==> config.mk <==
export PLATFORM = sky130hd
export DESIGN_NAME = axi_write_responder
export DESIGN_NICKNAME = d
export VERILOG_FILES = /design/src/rtl/axi_write_responder_pkg.sv /design/src/rtl/axi_wr_addr_gen.sv /design/src/rtl/axi_write_responder.sv
export SDC_FILE = /design/constraint.sdc
export NUM_CORES = 1
export LEC_CHECK = 0
export BUFFER_PORTS_ARGS = -buffer_cell sky130_fd_sc_hd__buf_2
export CAP_MARGIN = 20
export CORE_MARGIN = 2
export CORE_UTILIZATION = 37
export DETAILED_ROUTE_END_ITERATION = 10
export PLACE_DENSITY_LB_ADDON = 0.15
export SKIP_LAST_GASP = 1
export SYNTH_ARGS = -nofsm -noshare
export SYNTH_HDL_FRONTEND = slang
export SYNTH_HIERARCHICAL = 1
export SYNTH_SLANG_ARGS = --single-unit
==> constraint.sdc <==
create_clock -name ACLK -period 1.9 [get_ports ACLK]
set_input_delay 0.19 -clock ACLK [delete_from_list [all_inputs] [get_ports ACLK]]
set_output_delay 0.19 -clock ACLK [all_outputs]
set_load 0.02 [all_outputs]
==> src/rtl/axi_write_responder_pkg.sv <==
// rtl/axi_write_responder_pkg.sv - shared states, response codes and burst encodings
package axi_write_responder_pkg;

  typedef enum logic [1:0] {
    ST_IDLE = 2'd0,
    ST_DATA = 2'd1,
    ST_RESP = 2'd2
  } state_e;

  localparam logic [1:0] RESP_OKAY   = 2'b00;
  localparam logic [1:0] RESP_SLVERR = 2'b10;

  localparam logic [1:0] BURST_FIXED = 2'b00;
  localparam logic [1:0] BURST_INCR  = 2'b01;
  localparam logic [1:0] BURST_WRAP  = 2'b10;

  localparam logic [2:0] SIZE_WORD = 3'b010;

  // Only full-word FIXED/INCR bursts are served; WRAP and the reserved code are rejected.
  function automatic logic aw_unsupported(input logic [2:0] size, input logic [1:0] burst);
    return (size != SIZE_WORD) || (burst == BURST_WRAP) || (burst == 2'b11);
  endfunction

endpackage

==> src/rtl/axi_wr_addr_gen.sv <==
// rtl/axi_wr_addr_gen.sv - word address stepping and beat counting for one write burst
module axi_wr_addr_gen
  import axi_write_responder_pkg::*;
#(
  parameter int MEM_AW = 14
) (
  input  logic              clk,
  input  logic              resetn,
  input  logic              load,
  input  logic [MEM_AW-1:0] load_addr,
  input  logic [3:0]        load_len,
  input  logic [1:0]        load_burst,
  input  logic              advance,
  output logic [MEM_AW-1:0] addr,
  output logic              last_beat
);

  logic [MEM_AW-1:0] addr_q, addr_d;
  logic [3:0]        beat_q, beat_d;
  logic [3:0]        len_q, len_d;
  logic [1:0]        burst_q, burst_d;

  always_comb begin
    addr_d  = addr_q;
    beat_d  = beat_q;
    len_d   = len_q;
    burst_d = burst_q;
    if (load) begin
      addr_d  = load_addr;
      beat_d  = 4'd0;
      len_d   = load_len;
      burst_d = load_burst;
    end else if (advance) begin
      beat_d = beat_q + 4'd1;
      // Natural overflow of the MEM_AW-bit register gives the modulo wrap.
      if (burst_q == BURST_INCR) begin
        addr_d = addr_q + MEM_AW'(1);
      end
    end
  end

  always_ff @(posedge clk) begin
    if (!resetn) begin
      addr_q  <= '0;
      beat_q  <= 4'd0;
      len_q   <= 4'd0;
      burst_q <= 2'b00;
    end else begin
      addr_q  <= addr_d;
      beat_q  <= beat_d;
      len_q   <= len_d;
      burst_q <= burst_d;
    end
  end

  assign addr      = addr_q;
  assign last_beat = (beat_q == len_q);

endmodule

==> src/rtl/axi_write_responder.sv <==
// rtl/axi_write_responder.sv - single-outstanding AXI write slave driving a word-addressed memory
module axi_write_responder
  import axi_write_responder_pkg::*;
#(
  parameter int MEM_AW = 14
) (
  input  logic              ACLK,
  input  logic              ARESETn,
  input  logic [7:0]        AWID,
  input  logic [31:0]       AWADDR,
  input  logic [3:0]        AWLEN,
  input  logic [2:0]        AWSIZE,
  input  logic [1:0]        AWBURST,
  input  logic              AWVALID,
  output logic              AWREADY,
  input  logic [31:0]       WDATA,
  input  logic [3:0]        WSTRB,
  input  logic              WLAST,
  input  logic              WVALID,
  output logic              WREADY,
  output logic [7:0]        BID,
  output logic [1:0]        BRESP,
  output logic              BVALID,
  input  logic              BREADY,
  output logic [3:0]        mem_we,
  output logic [MEM_AW-1:0] mem_addr,
  output logic [31:0]       mem_wdata
);

  localparam logic [1:0] IDLE = ST_IDLE;
  localparam logic [1:0] DATA = ST_DATA;
  localparam logic [1:0] RESP = ST_RESP;

  logic [1:0] state_q, state_d;
  logic [7:0] bid_q, bid_d;
  logic       err_q, err_d;

  logic              aw_hs;
  logic              w_hs;
  logic              last_beat;
  logic [MEM_AW-1:0] cur_addr;

  // Byte-offset and out-of-range address bits are intentionally dropped.
  logic unused_addr_bits;
  assign unused_addr_bits = ^{AWADDR[31:MEM_AW+2], AWADDR[1:0]};

  assign AWREADY = (state_q == IDLE);
  assign WREADY  = (state_q == DATA);
  assign BVALID  = (state_q == RESP);
  assign aw_hs   = AWVALID && AWREADY;
  assign w_hs    = WVALID && WREADY;

  axi_wr_addr_gen #(
    .MEM_AW(MEM_AW)
  ) u_addr_gen (
    .clk        (ACLK),
    .resetn     (ARESETn),
    .load       (aw_hs),
    .load_addr  (AWADDR[MEM_AW+1:2]),
    .load_len   (AWLEN),
    .load_burst (AWBURST),
    .advance    (w_hs),
    .addr       (cur_addr),
    .last_beat  (last_beat)
  );

  always_comb begin
    state_d = state_q;
    bid_d   = bid_q;
    err_d   = err_q;
    case (state_q)
      IDLE: begin
        if (AWVALID) begin
          bid_d   = AWID;
          err_d   = aw_unsupported(AWSIZE, AWBURST);
          state_d = DATA;
        end
      end
      DATA: begin
        // AWLEN alone ends the burst; a misplaced WLAST only poisons the response.
        if (WVALID) begin
          if (WLAST != last_beat) begin
            err_d = 1'b1;
          end
          if (last_beat) begin
            state_d = RESP;
          end
        end
      end
      RESP: begin
        if (BREADY) begin
          err_d   = 1'b0;
          state_d = IDLE;
        end
      end
      default: state_d = IDLE;
    endcase
  end

  always_ff @(posedge ACLK) begin
    if (!ARESETn) begin
      state_q <= IDLE;
      bid_q   <= 8'h00;
      err_q   <= 1'b0;
    end else begin
      state_q <= state_d;
      bid_q   <= bid_d;
      err_q   <= err_d;
    end
  end

  assign mem_we    = (w_hs && !err_q) ? WSTRB : 4'b0000;
  assign mem_addr  = cur_addr;
  assign mem_wdata = WDATA;
  assign BID       = bid_q;
  assign BRESP     = ((state_q == RESP) && err_q) ? RESP_SLVERR : RESP_OKAY;

endmodule

* Word-level counts from Yosys, hierarchy flattened
Index checks and enable logic that the tools add are counted.
** Operators by class
- Add/sub/neg operators :: 2
- Equality and inequality tests :: 13
- Muxes and demuxes :: 15
- Bitwise logic cells :: 1
- Reductions and logical operators :: 16
** Operators with widths (count)
- two-way mux 14 bit :: 3
- adder 14 x 1 -> 14 bit, second input constant :: 1
- two-way mux 2 bit :: 5
- == test 2 bit, second input constant :: 3
- inequality test 2 x 1 -> 1 bit, second input constant :: 3
- case mux 2 bit (3 select lines) :: 1
- AND reduction 5 bit :: 1
- adder 4 x 1 -> 4 bit, second input constant :: 1
- == test 2 x 1 -> 1 bit, second input constant :: 2
- == test 4 bit :: 1
- logical AND 1 bit :: 4
- two-way mux 1 bit :: 4
- two-way mux 4 bit :: 1
- inequality test 2 bit, second input constant :: 2
- AND reduction 2 bit :: 2
- AND reduction 4 bit :: 1
- nonzero test 2 bit :: 2
- inequality test 3 x 2 -> 1 bit, second input constant :: 1
- case mux 1 bit (3 select lines) :: 1
- nonzero test 3 bit :: 1
- logical NOT 2 bit :: 1
- logical OR 1 bit :: 2
- OR reduction 2 bit :: 1
- logical NOT 1 bit :: 1
- 2 further kinds :: 2
** Storage, ports and cells
- Flip-flop bits (word level) :: 35
- Input bits :: 91
- Output and inout port bits :: 63
- Word-level logic and storage cells :: 54

* Depth between registers and ports, before layout
- Depth after elaboration :: 5
- Gate-level depth with buffers :: 9

* Hierarchy
Netlist, hierarchy kept.
** Modules (own cells, without submodules)
- axi_wr_addr_gen :: times used 1, cells each 137, area an instance 1261.2 µm², seq. area each 480.5 µm²
- axi_write_responder :: times used 1, cells each 105, area an instance 887.1 µm², seq. area each 220.2 µm²

* Least setup slack after synthesis
No wires, ideal clock.
- Path type :: reg2reg
- Start :: register state_q[0]
- End :: register u_addr_gen.addr_q[0] (netlist: u_addr_gen/addr[0])
- Setup time :: 115 ps
- Arrival time :: 1874 ps
- Data required time :: 1785 ps
- Slack :: -89 ps
- Stages on the path, launching flop included :: 9
- Buffers on the path :: 2
- Cell sequence :: dfxtp_1 inv_1 ha_1 nand2_1 inv_2 buf_2 clkbuf_1 o21ai_0 and2_1
** Between the ends
- Word-level cells in the longest chain between the ends :: 4
- Elaborated cells on any way between the ends :: 8
- Those cells by class :: eq/ne (1); mux (1); reduce/logical (6)
** Ends and longest elaborated chain
- start: declaration :: RTL line axi_write_responder.sv:34 : logic [1:0] state_q, state_d;
- start signal: assignment :: RTL line axi_write_responder.sv:106 : state_q <= state_d;
- logical NOT 2 bit (*) :: RTL line axi_write_responder.sv:47 : assign AWREADY = (state_q == IDLE);
- named net AWREADY :: RTL line axi_write_responder.sv:15 : output logic AWREADY,
- logical AND 1 bit (*) :: RTL line axi_write_responder.sv:50 : assign aw_hs = AWVALID && AWREADY;
- named net aw_hs :: RTL line axi_write_responder.sv:38 : logic aw_hs;
- nonzero test 2 bit (no source line)
- AND reduction 2 bit (no source line)
- end signal: assignment :: RTL line axi_wr_addr_gen.sv:49 : addr_q <= addr_d;
- end: declaration :: RTL line axi_wr_addr_gen.sv:18 : logic [MEM_AW-1:0] addr_q, addr_d;
Mark *: on every way through the listed nets, which the timed path passes. The rest lies on a longest branch.
A chain may end at the register's enable or synchronous reset.

* Final worst setup path
- Start :: register u_addr_gen.beat_q[0]
- End :: register state_q[1]
** Between the ends
- Word-level cells in the longest chain between the ends :: 3
** Ends and longest elaborated chain
- start: declaration :: RTL line axi_wr_addr_gen.sv:19 : logic [3:0] beat_q, beat_d;
- start signal: assignment :: RTL line axi_wr_addr_gen.sv:50 : beat_q <= beat_d;
- == test 4 bit :: RTL line axi_wr_addr_gen.sv:57 : assign last_beat = (beat_q == len_q);
- named net last_beat :: RTL line axi_write_responder.sv:40 : logic last_beat;
- inequality test 2 x 1 -> 1 bit (no source line)
- AND reduction 4 bit (no source line)
The timed path passes the listed nets, and every way through them passes these cells.

==> flow_summary.ini <==
[grt]
grt_antenna_before_repair = 0
grt_first_pass_wirelength_microns = 7182
globalRouteOverflowTotal = 0
grt_pass1_vias = 1508
grt_max_degree = 34
grt.total_usage_pct = 14.49

[cts]
insertion_delay_ns = 0.28
cts.clk_slew.worst_paths_ns = 0.07
clockRootBuffer = clkbuf_8
cts_made_buffers = 5
cts_hold_buf = 0
clockBufferDepth = 2
cts_max_level = 2
cts_tree = built
cts.sinks = 35

[synth]
synth_top_family_by_area = simple AND/OR/NAND/NOR gates
synth-adder-area-share_pct = 4.659
yosysWarnings = 6
synth_edf_count = 0
synth_async_sr_flop_share_pct = 0
synth_ff_type = dfxtp_1
synth_cells = 242
synth-simple-area-share_pct = 23.76
yosysUniqueCellTypes = 40
synth_mux_area_share_pct = 5.591
synth-xor-area-share_pct = 7.338
synth_compound_area_share_pct = 10.77
syn_nets = 341
syn_area_per_cell_sq_um = 8.877
synth_area_sq_um = 2148
ys_ff_latch = 35
seq_area_frac_synth_pct = 32.62

[critical_path]
r2r_slack_ns = 0.09
r2r-end = state_q[1]
critPathLaunchType = flop
arrival_ns = 1.99
required_ns = 2.08
worstPathMaxFanout = 4
crit_type = flop to flop
timing.rr.start = u_addr_gen/beat_q[0]
endpoint_kind = flop
reg2regPathDepth = 7

[power_and_ir_drop]
leakagePower_nw = 1.142
peakVddDrop_uv = 442.3
power_density_nw_per_um2 = 1118
p_total_mw = 2.765

[drt]
vias_per_cell = 4.604
ant_nets = 0
route.detailed.drc = 0
vias = 1662
wl_per_cell_microns = 12.15
drt_iter0_drc = 64
dr.pass1.iters = 4
drt-total-wl_microns = 4385

[sta]
skew_ns = 0.004738
setup_viol = 0
finalMaxSlewViolations = 0
fmax_mhz = 552.5
timing.final.crit_share_pct = 95.26
hold_viol = 0
period_needed_ns = 1.810
grt_setup_unrepaired = yes

[final_layout]
fin_nets = 387
num_antenna_cells = 0
area_delta_synth_final_pct = 15.08
stdcell_count = 361
drive_above_1_share_pct = 35.99

[placed_design]
dp.cells = 352
port_buffers = 70
place_congestion = 0.7113
hpwl_microns = 3306

[floorplanning]
io_pins = 154
core_area_sq_um = 5574
start_util_pct = 38.54
die-area_sq_um = 6432
rows = 27
chipWidth_microns = 80.20
die_y_microns = 80.20

[min_path]
hold_depth = 3
hold_class = input port to flop
hold_end = BID[3]
hold_path.startpoint = AWID[3]

[status]
status = completed

[job]
cap_violations = 0
synthesized netlist by cell type (2+ instances only):
library cell | count | area share, %
a21boi_0 | 3 | 1.0
a21boi_1 | 5 | 1.7
a21oi_1 | 8 | 1.9
and2_1 | 8 | 2.3
buf_4 | 34 | 12
clkbuf_1 | 6 | 1.0
dfxtp_1 | 35 | 33
ha_1 | 8 | 4.7
inv_1 | 7 | 1.2
mux2i_1 | 12 | 5.6
nand2_1 | 24 | 4.2
nand2b_1 | 3 | 0.87
nand3_1 | 8 | 1.9
nand4_1 | 4 | 1.2
nor2_1 | 4 | 0.70
nor2b_1 | 11 | 3.2
nor2b_4 | 2 | 1.3
nor3_1 | 7 | 1.6
nor4_1 | 2 | 0.58
nor4_2 | 5 | 2.9
o21ai_0 | 11 | 2.6
xnor2_1 | 10 | 4.1
xor2_1 | 8 | 3.3
area by class of cell:
type | instances | area [sq um]
Inverter | 8 | 30.03
Sequential cell | 35 | 703.2
Clock inverter | 1 | 5.005
Multi-Input combinational cell | 157 | 1135
Tap cell | 72 | 90.09
Fill cell | 580 | 3102
Timing Repair Buffer | 81 | 432.9
Clock buffer | 7 | 76.32
flip-flops by register name (all words and copies together), names as in the netlist:
signal and flops:
BID 8, u_addr_gen/len_q 4, state_q 2, u_addr_gen/addr 14
err_q 1, u_addr_gen/beat_q 4, u_addr_gen/burst_q 2
how the worst max path moves through the flow:
stage                         start            endpoint  slack (ns)
6_report       u_addr_gen/beat_q[0]          state_q[1]        0.09
5_1_grt        u_addr_gen/beat_q[0]          state_q[1]       -0.03
4_1_cts        u_addr_gen/beat_q[1]          state_q[1]        0.04
3_5_place_dp   u_addr_gen/beat_q[1]          state_q[1]        0.05
3_3_place_gp   u_addr_gen/beat_q[1]          state_q[0]        0.09
2_1_floorplan            state_q[0]  u_addr_gen/addr[6]        0.02
layer usage:
layer,wire length [microns],track usage [%],part of all wire (%),vias up
met5,0,0,0,-
met4,103,7.797,2.3,0
met3,251,3.258,5.7,20
met2,2031,22.25,46,56
met1,1998,18.75,46,715
li1,-,-,-,871
cells by family after synthesis:
family                   after synthesis
other                                  1
AND/OR/NAND/NOR                       84
multiplexers                          12
XOR/XNOR                              18
AO/OA/AOI/OAI                         34
buffers and inverters                 50
adder cells (fa/ha/maj)                8
flip-flops                            35
through the flow:
stage	hold WS (ns)	cell area (sq um)	utilization (%)	TNS (ns)	setup slack (ns)
4_1_cts	0.1317	2459	44.11	0	0.03893
3_3_place_gp	0.3801	2372	42.56	0	0.08634
3_5_place_dp	0.3801	2372	42.56	0	0.05448
6_report	0.1433	2472	44.35	0	0.09001
2_1_floorplan	0.3249	2152	-	0	0.02052
5_1_grt	0.1428	2472	44.35	-0.03025	-0.03025
placed cells by master, fill, tap and decap left out, types with 7 or more instances in the layout:
| cell | n |
|---|---|
| a21oi_1 | 8 |
| and2_1 | 7 |
| buf_2 | 70 |
| buf_4 | 11 |
| dfxtp_1 | 33 |
| ha_1 | 7 |
| inv_1 | 7 |
| mux2i_1 | 12 |
| nand2_1 | 24 |
| nand3_1 | 8 |
| nor2b_1 | 10 |
| nor3_1 | 7 |
| o21ai_0 | 11 |
| xnor2_1 | 10 |
| xor2_1 | 8 |
repair_timing:
item | CTS | global route
setup endpoints to repair | 4 | 6
setup buffers | 0 | 1
resized for setup | 3 | 2
power by group:
| group | switching, mW | internal (mW) | leakage, nW | total (mW) |
|---|---|---|---|---|
| clock network | 0.260 | 0.257 | 0.0422 | 0.517 |
| logic | 0.670 | 0.546 | 0.811 | 1.22 |
| registers | 0.145 | 0.887 | 0.289 | 1.03 |
| total | 1.07 | 1.69 | 1.14 | 2.77 |
critical path: stages, from the launching register on:
cell and delay [ns]:
dfxtp_1 0.35, xor2_1 0.15, nor4_1 0.30, buf_4 0.17, inv_1 0.06, a2111oi_4 0.39, mux2i_1 0.24, nor2b_1 0.06
Note: power is estimated with default switching activity, not from simulation.
